### src/rtl/lut_cfg_pkg.sv
// Shared types and helpers for the LUT configuration loader.
// Holds the truth-table width, FSM state encoding and the one-hot enable helper.
package lut_cfg_pkg;

    localparam int LUT_BITS = 8;
    localparam int MAX_LUTS = 256;

    typedef enum logic [1:0] {
        IDLE  = 2'd0,
        SHIFT = 2'd1,
        DONE  = 2'd2
    } state_t;

    // Callers truncate the result to their own LUT count.
    function automatic logic [MAX_LUTS-1:0] onehot(input logic [7:0] addr);
        logic [MAX_LUTS-1:0] v;
        v = '0;
        v[addr] = 1'b1;
        return v;
    endfunction

endpackage

### src/rtl/cfg_piso.sv
// Parallel-load, MSB-first shift register feeding the serial config line.
// Zeros are shifted in, so the register drains to 0 after a full load.
module cfg_piso #(
    parameter int W = 8
) (
    input  logic         clk,
    input  logic         rst,
    input  logic         load,
    input  logic         shift,
    input  logic [W-1:0] d,
    output logic         q_msb
);

    logic [W-1:0] sr;

    always_ff @(posedge clk) begin
        if (rst) begin
            sr <= '0;
        end else if (load) begin
            sr <= d;
        end else if (shift) begin
            sr <= {sr[W-2:0], 1'b0};
        end
    end

    assign q_msb = sr[W-1];

endmodule

### src/rtl/lut_cfg_loader.sv
// Serialises 8-bit truth-table words into one of NUM_LUTS LUT cells,
// driving the shared cfg_s line and that LUT's shift enable for 8 cycles.
module lut_cfg_loader
    import lut_cfg_pkg::*;
#(
    parameter int NUM_LUTS = 8,
    parameter int ADDR_W   = 3
) (
    input  logic                clk,
    input  logic                rst,
    input  logic                in_valid,
    output logic                in_ready,
    input  logic [ADDR_W-1:0]   in_addr,
    input  logic [LUT_BITS-1:0] in_data,
    output logic                cfg_s,
    output logic [NUM_LUTS-1:0] cfg_en,
    output logic                busy,
    output logic                done,
    output logic                err,
    output state_t              state
);

    localparam int CNT_W = $clog2(LUT_BITS);
    localparam logic [ADDR_W:0] NUM_LUTS_W = (ADDR_W + 1)'(NUM_LUTS);
    localparam logic [CNT_W-1:0] LAST_BIT = CNT_W'(LUT_BITS - 1);

    // Handshake: a word transfers on a rising edge where in_valid and in_ready
    // are both high; in_valid while in_ready is low is ignored and the upstream
    // must keep holding its word.
    logic                accept;
    logic                addr_ok;
    logic [NUM_LUTS-1:0] en_next;
    logic [CNT_W-1:0]    cnt;

    assign accept  = in_valid && in_ready && (state == IDLE);
    assign addr_ok = {1'b0, in_addr} < NUM_LUTS_W;
    assign en_next = NUM_LUTS'(onehot(8'(in_addr)));

    // cfg_s is taken straight from the shift register flop, so it is registered.
    cfg_piso #(.W(LUT_BITS)) u_piso (
        .clk   (clk),
        .rst   (rst),
        .load  (accept && addr_ok),
        .shift (state == SHIFT),
        .d     (in_data),
        .q_msb (cfg_s)
    );

    always_ff @(posedge clk) begin
        if (rst) begin
            state    <= IDLE;
            in_ready <= 1'b1;
            cfg_en   <= '0;
            busy     <= 1'b0;
            done     <= 1'b0;
            err      <= 1'b0;
            cnt      <= '0;
        end else begin
            done <= 1'b0;
            err  <= 1'b0;
            case (state)
                IDLE: begin
                    if (accept) begin
                        if (addr_ok) begin
                            state    <= SHIFT;
                            cfg_en   <= en_next;
                            in_ready <= 1'b0;
                            busy     <= 1'b1;
                            cnt      <= '0;
                        end else begin
                            err <= 1'b1;
                        end
                    end
                end
                SHIFT: begin
                    cnt <= cnt + CNT_W'(1);
                    if (cnt == LAST_BIT) begin
                        state  <= DONE;
                        cfg_en <= '0;
                        done   <= 1'b1;
                    end
                end
                DONE: begin
                    state    <= IDLE;
                    busy     <= 1'b0;
                    in_ready <= 1'b1;
                end
                default: begin
                    state    <= IDLE;
                    cfg_en   <= '0;
                    busy     <= 1'b0;
                    in_ready <= 1'b1;
                end
            endcase
        end
    end

endmodule

### config.mk
export PLATFORM = sky130hd
export DESIGN_NAME = lut_cfg_loader
export DESIGN_NICKNAME = d
export VERILOG_FILES = /design/src/rtl/lut_cfg_pkg.sv /design/src/rtl/cfg_piso.sv /design/src/rtl/lut_cfg_loader.sv
export SDC_FILE = /design/constraint.sdc
export NUM_CORES = 1
export LEC_CHECK = 0
export ABC_CLOCK_PERIOD_IN_PS = 2000
export BUFFER_PORTS_ARGS = -buffer_cell sky130_fd_sc_hd__buf_4
export CAP_MARGIN = 10
export CORE_MARGIN = 4
export CORE_UTILIZATION = 49
export CTS_CLUSTER_SIZE = 12
export DETAILED_ROUTE_END_ITERATION = 8
export PLACE_DENSITY = 0.76
export SYNTH_ARGS = -nofsm -noshare
export SYNTH_HDL_FRONTEND = slang
export SYNTH_SLANG_ARGS = --single-unit
### constraint.sdc
create_clock -name clk -period 2 [get_ports clk]
set_input_delay 0.4 -clock clk [delete_from_list [all_inputs] [get_ports clk]]
set_output_delay 0.4 -clock clk [all_outputs]
set_load 0.01 [all_outputs]
### Yosys cells after proc, flatten, opt, wreduce, memory -nomap -nowiden

Cells that the tools add are included.

* bits in writable memories: 0
* memories kept: 0
* memory bits (read-only): 0
* bits in latches: 0
* output and inout port bits: 15
* flip-flop bits (word level): 24

* bitwise operators: 2
* shift-type cells: 0
* $mul: 0
* reduce and logical (&&, ||, !) cells: 11
* add/sub/neg operators: 1
* equal/unequal tests: 5
* order comparisons: 2
* muxes and demuxes: 17
* divide/modulo/power cells: 0

Operators with widths (number)
* 2-to-1 mux 8 bit: 4
* one-hot mux 8 bit (3 select lines): 1
* < comparator 3 x 9 -> 1 bit (second input constant): 1
* one-hot mux 3 bit (2 select lines): 1
* AND reduction 2 bit: 3
* 2-to-1 mux 1 bit: 4
* 2-to-1 mux 2 bit: 2
* inequality test 2 bit (second input constant): 2
* one-hot mux 1 bit (2 select lines): 2
* one-hot mux 2 bit (2 select lines): 1
* nonzero test 2 bit: 2
* adder 3 x 1 -> 3 bit (second input constant): 1
* demux 1 bit (select 3 bit): 1
* == test 3 bit (second input constant): 1
* >= comparator 3 x 1 -> 1 bit (second input constant): 1
* logical AND 1 bit: 3
* 2-to-1 mux 3 bit: 1
* AND reduction 3 bit: 1
* == test 2 x 1 -> 1 bit (second input constant): 1
* == test 2 bit (second input constant): 1
* zero test 2 bit: 1
* NOT 1 bit: 2
* OR reduction 2 bit: 1

### Logic depth before layout (Yosys ltp)

Gate-level depths: netlist of run 1.

* depth after elaboration: 6
* mapped depth: 5
* depth with buffers taken out: 5

### Modules after synthesis

Synthesis of run 1 repeated with hierarchy kept, for this count alone.

* cells, all modules: 105
* area, all modules: 1069.8 sq um

Modules (own cells, without submodules)
* lut_cfg_loader: instances 1, seq. area each 320.3 sq um, area each 700.7 sq um, cells an instance 70
* cfg_piso: instances 1, seq. area each 160.2 sq um, area each 369.1 sq um, cells an instance 35

### Least setup slack after synthesis of run 1

No wires, ideal clock.

* path kind: register -> register
* start: register cnt[0]
* end: register cfg_en[6]
* setup slack: 0.646 ns
* buffers on the path: 0
* arrival: 1.286 ns
* cell stages (with the launch flop): 6
* required time: 1.933 ns
* cells stage by stage: dfxtp_1 ha_1 ha_1 o21ai_1 nand3_1 a21oi_2

* cells in the longest elaborated chain, start to end: 3

RTL lines
* start: declaration: line lut_cfg_loader.sv:33 `logic [CNT_W-1:0] cnt;`
* start signal: assignment: line lut_cfg_loader.sv:76 `cnt <= cnt + CNT_W'(1);`
* == test 3 bit: line lut_cfg_loader.sv:77 `if (cnt == LAST_BIT) begin`
* inequality test 2 bit (no line)
* AND reduction 3 bit (no line)
* end signal: assignment: line lut_cfg_loader.sv:66 `cfg_en <= en_next;`
* end: declaration: line lut_cfg_loader.sv:16 `output logic [NUM_LUTS-1:0] cfg_en,`

Every way passes these cells.
A chain may end at the register's enable or synchronous reset.

### Final worst setup path of run 1

* start: register cnt[0]
* end: register cfg_en[0]

The elaborated chain is that of the path after synthesis.

==> out/metrics.yaml, run 1 <==
placed_design:
  place.detailed.hpwl_um: 1563
  placedInstanceArea_sq_mm: 0.001231
  gp_congestion: 0.7484
  port-buffer-count: 27
critical_path:
  cp_max_fo: 8
  sort_of_element_at_the_end_of_the_critical_path: "flop"
  critPathKind: "reg2reg"
  r2r_setup_slack_ns: 0.39
  timing.reg2reg.worst_path_depth: 5
  critical_path_arrival_ns: 1.86
  crit_path_start: "cnt[0]"
  worstPathRequired_ns: 2.24
  end_of_the_worst_register_to_register_path: "cfg_en[0]"
  timing.critical_path.to: "cfg_en[0]"
  crit_reg_reg_startpoint: "cnt[0]"
  worst_setup_path_start_kind: "flop"
detailed_routing:
  detailroute.via_count: 933
  drt_drc_violations_left: 0
  first_iter_violations: 24
  post_drt_wl_per_cell_um: 13.90
  wl_um: 2265
  viasPerCell: 5.724
  firstDrtPassIters: 4
  route.antenna.remaining_nets: 0
floorplanning:
  floorplan.initialDensity: 0.5225
  core-area_sq_mm: 0.002002
  ios: 29
  fp.dieArea_sq_mm: 0.002938
  die_width_um: 54.20
  die_y_um: 54.20
  core.rowCount: 16
yosys:
  synth.distinct_cells: 28
  seq_area_frac_synth: 0.4593
  synthesis.area_sq_mm: 0.001046
  synth_area_per_cell_sq_um: 9.175
  synth.ff_latch_count: 24
  post-synth-top-area-fraction: 0.4593
  syn_inst: 114
  synthDominantAreaCellType: "sky130_fd_sc_hd__dfxtp_1"
  synth-async-reset-ratio: 0
  synth-warning-count: 0
  number_of_synthesized_flops_with_an_enable_pin: 0
  syn_nets: 130
  synth_flop_cell: "sky130_fd_sc_hd__dfxtp_1"
  synth.area.top_cells: "sky130_fd_sc_hd__dfxtp_1 (46%), sky130_fd_sc_hd__a21oi_1 (8.6%), sky130_fd_sc_hd__nand3_1 (8.6%)"
cts:
  tritoncts: "done"
  insertion_delay_ns: 0.31
  number_of_buffers_inserted_to_repair_setup_after_cts: 0
  cts_root_buffer: "sky130_fd_sc_hd__clkbuf_4"
  clkTransAtPathRegs_ns: 0.12
  ctsHtreeMaxLevel: 1
  cts_num_sinks: 24
  post_cts_hold_buffer_count: 0
  tritoncts.num_buffers: 3
  post_cts_resize_count: 0
  ctsLongestPathBuffers: 2
final_layout:
  mostFrequentLayoutCells: "sky130_fd_sc_hd__buf_4 (29), sky130_fd_sc_hd__dfxtp_1 (24), sky130_fd_sc_hd__nand3_1 (18), sky130_fd_sc_hd__a21oi_1 (18), sky130_fd_sc_hd__a22oi_1 (6)"
  layout_commonest_cell: "sky130_fd_sc_hd__buf_4"
  nFillCells: 191
  drive_gt1_frac: 0.2574
  area.sequential_sq_um: 480.5
  multiInputGateArea_sq_um: 491.7
  fin_nets: 154
  area.growth.synth_to_final_pct: 19.86
  finish.instance_area_sq_mm: 0.001254
  num_antenna_cells: 0
sta:
  timing.slew.headroom: 0.6129
  fin_tns_setup_ns: 0
  fmax_mhz: 619.4
  final.hold.worst_slack_ns: 0.3596
  timing.final.crit_period_ns: 1.614
  setup_repair_after_global_routing_missed_its_margin: "no"
  finalSetupViolCount: 0
  report.final.hold_viol_count: 0
  clock_skew_ns: 0.005406
  slew_viol_final: 0
  post-route-period-util: 0.8072
  tightestPinTransition_ns: 0.5768
pwr:
  post-layout-total-power_mw: 0.8661
  ir_worst_vdd_mv: 0.3826
  power_per_cell_area_mw_per_mm2: 690.8
  power.leakage_nw: 0.4827
global_route:
  antenna_found_initial: 0
  first_global_vias: 865
  track_usage: 0.1763
  global_route.overflow_total: 0
  grt_start_max_net_pins: 25
  grt_pass1_wl_um: 3815
worst_hold_path:
  hold_path_depth: 3
  hp-class: "in2reg"
flow_run:
  max-cap-violations: 0
outcome:
  run_status: "complete, no violations"
-- cell usage after synthesis (all sizes together) (2+ instances only) --
master	n
nand2b	4
inv	2
clkbuf	2
o2111ai	6
ha	2
nand3	18
a22oi	6
nor3b	3
o21a	2
a21oi	19
nor2	3
dfxtp	24
nand2	5
o211ai	2
buf	8
-- critical path, cell delays in order (launching register included) --
cell and delay (ns):
sky130_fd_sc_hd__dfxtp_1 0.34, sky130_fd_sc_hd__ha_1 0.19, sky130_fd_sc_hd__ha_1 0.22, sky130_fd_sc_hd__o21ai_1 0.48, sky130_fd_sc_hd__nand3_1 0.16, sky130_fd_sc_hd__a21oi_1 0.16
-- state kept, by name (all words and copies together), names as in the netlist --
register,flops
in_ready,1
cnt,3
cfg_en,8
busy,1
state,2
done,1
u_piso.sr,8
-- layer usage --
layer,vias to the layer above,wire [um],share of wire,track usage
met1,433,1074,0.47,0.2487
met2,29,1002,0.44,0.2590
met4,0,42,0.019,0.08714
met3,4,146,0.064,0.02493
li1,467,-,-,-
met5,-,0,0,0
-- where the power goes --
| group | internal, mW | switching (mW) | total (mW) |
|---|---|---|---|
| Sequential | 0.502 | 0.0174 | 0.519 |
| Clock | 0.0703 | 0.132 | 0.202 |
| Combinational | 0.0654 | 0.0792 | 0.145 |
-- area by class of cell --
cell class	count	share of cell area
Clock buffer	3	0.01796
Sequential cell	24	0.3832
Tap cell	27	0.02695
Inverter	2	0.005988
Timing Repair Buffer	29	0.1737
Multi-Input combinational cell	78	0.3922
-- cell families (layout without fill, tap and decap cells) --
kind of cell,count (synthesis),in the layout,synth area share
compound gates,38,38,0.2440
fa+ha+maj,2,2,0.02392
buf+inv,12,34,0.07057
flops,24,24,0.4593
other cells,1,1,0.003585
simple gates,37,37,0.1986
-- metrics by stage --
stage,util,setup slack (ns),instances
after floorplan,-,0.6462,114
after global placement,0.6150,0.5134,160
after detailed placement,0.6150,0.4368,160
after CTS,0.6263,0.4051,163
after global routing,0.6263,0.2684,163
final,0.6263,0.3857,163
-- worst min-delay path by stage --
stage                   end    startpoint  slack (ns)
3_3_place_gp      cfg_en[7]     cfg_en[7]        0.45
5_1_grt        u_piso.sr[0]    in_data[0]        0.36
6_report       u_piso.sr[0]    in_data[0]        0.36
2_1_floorplan  u_piso.sr[2]  u_piso.sr[2]        0.45
4_1_cts        u_piso.sr[0]    in_data[0]        0.35
3_5_place_dp      cfg_en[7]     cfg_en[7]        0.46
No activity file was read; power rests on OpenSTA's default activity.
==> run 2: changes to the inputs <==
Settings changed: ABC_CLOCK_PERIOD_IN_PS 2000 to 1400, CORE_UTILIZATION 49 to 45, PLACE_DENSITY 0.76 to 0.73.
Clock period 2 ns to 1.4 ns, I/O delays scaled along.
==> out/metrics.yaml, run 2 (synthesis gave the netlist of run 1 again) <==
outcome:
  run_status: "complete, no violations"
floorplanning:
  die_y_um: 56.21
  core.rowCount: 17
  floorplan.initialDensity: 0.4729
  fp.dieArea_sq_mm: 0.003160
  ios: 29
  core-area_sq_mm: 0.002212
  die_width_um: 56.21
sta:
  setup_repair_after_global_routing_missed_its_margin: "no"
  report.final.hold_viol_count: 0
  fin_tns_setup_ns: 0
  timing.final.crit_period_ns: 1.330
  slew_viol_final: 0
  clock_skew_ns: 0.005600
  fmax_mhz: 752.1
  post-route-period-util: 0.9497
  finalSetupViolCount: 0
critical_path:
  cp.depth: 5
  sort_of_element_at_the_end_of_the_critical_path: "flop"
  cp_slowest_stage_delay_ns: 0.35
  worst_setup_path_start_kind: "flop"
  crit_reg_reg_startpoint: "cnt[0]"
  crit_path_start: "cnt[0]"
  crit_path_top_delay_cell: "sky130_fd_sc_hd__dfxtp_2"
  worstPathRequired_ns: 1.60
  crit_family: "compound AO/OA/AOI/OAI gates"
  timing.critical_path.to: "cfg_en[2]"
  worst-path-buf-inv: 0
  end_of_the_worst_register_to_register_path: "cfg_en[2]"
  critPathKind: "reg2reg"
  critical_path_arrival_ns: 1.53
  timing.reg2reg.worst_path_depth: 5
  crit_path_cell_trace: "ha_2, ha_4, o21a_4, o2111ai_1, a21oi_1"
  cp_max_fo: 8
  r2r_setup_slack_ns: 0.07
cts:
  clkTransAtPathRegs_ns: 0.13
  tritoncts: "done"
  post_cts_hold_buffer_count: 0
  insertion_delay_ns: 0.31
  ctsLongestPathBuffers: 2
  ctsHtreeMaxLevel: 1
  tritoncts.num_buffers: 3
  cts_root_buffer: "sky130_fd_sc_hd__clkbuf_4"
  cts_num_sinks: 24
final_layout:
  fin_nets: 157
  area.growth.synth_to_final_pct: 29.31
  drive_gt1_frac: 0.3357
  final_cell_count_no_fill: 168
  num_antenna_cells: 0
  largest_registers: "cfg_en x8, u_piso.sr x8, cnt x3"
  layout_commonest_cell: "sky130_fd_sc_hd__buf_4"
  layout.core_utilization: 0.6114
  mostFrequentLayoutCells: "sky130_fd_sc_hd__buf_4 (31), sky130_fd_sc_hd__dfxtp_1 (21), sky130_fd_sc_hd__nand3_1 (18), sky130_fd_sc_hd__a21oi_1 (18), sky130_fd_sc_hd__a22oi_1 (6)"
global_route:
  global_route.overflow_total: 0
  grt_pass1_wl_um: 3781
  antenna_found_initial: 0
  first_global_vias: 883
  track_usage: 0.1458
  grt_start_max_net_pins: 25
placed_design:
  port-buffer-count: 27
  gp_congestion: 0.7015
  placed_cells_incl_taps: 163
  place.detailed.hpwl_um: 1504
detailed_routing:
  wl_um: 2271
  detailroute.via_count: 935
  post_drt_wl_per_cell_um: 13.52
  first_iter_violations: 26
  firstDrtPassIters: 4
  route.antenna.remaining_nets: 0
  drt_drc_violations_left: 0
  viasPerCell: 5.565
flow_run:
  max-cap-violations: 0
pwr:
  power_per_cell_area_mw_per_mm2: 1080
  power.leakage_nw: 0.5165
  ir_worst_vdd_mv: 0.7048
worst_hold_path:
  hold_path_depth: 3
  hp-class: "in2reg"
-- run 2: cell count changes in the layout (fill, tap and decap cells not counted), sizes merged --
cell / change
buf: +3
bufinv: +1
-- run 2: power by group --
part | leakage [nW] | total, mW | switching (mW) | internal (mW)
clock | 0.0279 | 0.493 | 0.204 | 0.289
sequential | 0.197 | 0.744 | 0.0256 | 0.719
combinational | 0.292 | 0.223 | 0.115 | 0.108
total | 0.517 | 1.46 | 0.345 | 1.12
-- run 2: final cells by class --
| cell class | count | area (sq um) |
|---|---|---|
| clock buffers | 3 | 22.52 |
| inverters | 2 | 7.507 |
| multi-input cells | 78 | 520.5 |
| clock inverters | 1 | 30.03 |
| flip-flops and latches | 24 | 484.2 |
| well taps | 28 | 35.03 |
| fillers | 177 | 859.6 |
| repair buffers | 32 | 252.7 |
-- run 2: worst register-to-register path, stage by stage, from the launching register on --
cell and delay, ns:
sky130_fd_sc_hd__dfxtp_2 0.35, sky130_fd_sc_hd__ha_2 0.19, sky130_fd_sc_hd__ha_4 0.17, sky130_fd_sc_hd__o21a_4 0.23, sky130_fd_sc_hd__o2111ai_1 0.20, sky130_fd_sc_hd__a21oi_1 0.09
-- run 2: per-layer routing --
metal	track usage	part of all wire	vias to the layer above
li1	-	-	474
met1	0.1871	0.48	432
met2	0.2321	0.45	27
met3	0.03248	0.056	2
met4	0.06441	0.011	0
met5	0	0	-
-- run 2: repair_timing --
item	4_1_cts	5_1_grt
pin swaps	0	1
resized for setup	3	7
cloned	0	0
setup buffers	0	1
endpoints found under the setup margin	8	14
-- run 2: how the worst min path moves through the flow --
stage | endpoint | slack (ns) | from
finish | u_piso.sr[0] | 0.20 | in_data[0]
CTS | u_piso.sr[0] | 0.20 | in_data[0]
floorplan | u_piso.sr[1] | 0.35 | rst
global route | u_piso.sr[0] | 0.19 | in_data[0]
detailed placement | cfg_en[2] | 0.46 | cfg_en[2]
global placement | cfg_en[5] | 0.45 | cfg_en[5]
-- run 2: through the flow --
| step | instance area [sq um] | hold WS (ns) | setup slack [ns] | power (mW) |
|---|---|---|---|---|
| after CTS | 1323 | 0.1966 | 0.03569 | 1.463 |
| final | 1353 | 0.2035 | 0.07037 | 1.460 |
| after detailed placement | 1260 | 0.4590 | -0.05173 | 0.9744 |
| after global placement | 1260 | 0.4535 | -0.01647 | 0.9700 |
| after floorplan | 1046 | 0.3521 | 0.04619 | 0.8892 |
| after global routing | 1353 | 0.1883 | 0.01363 | 1.526 |
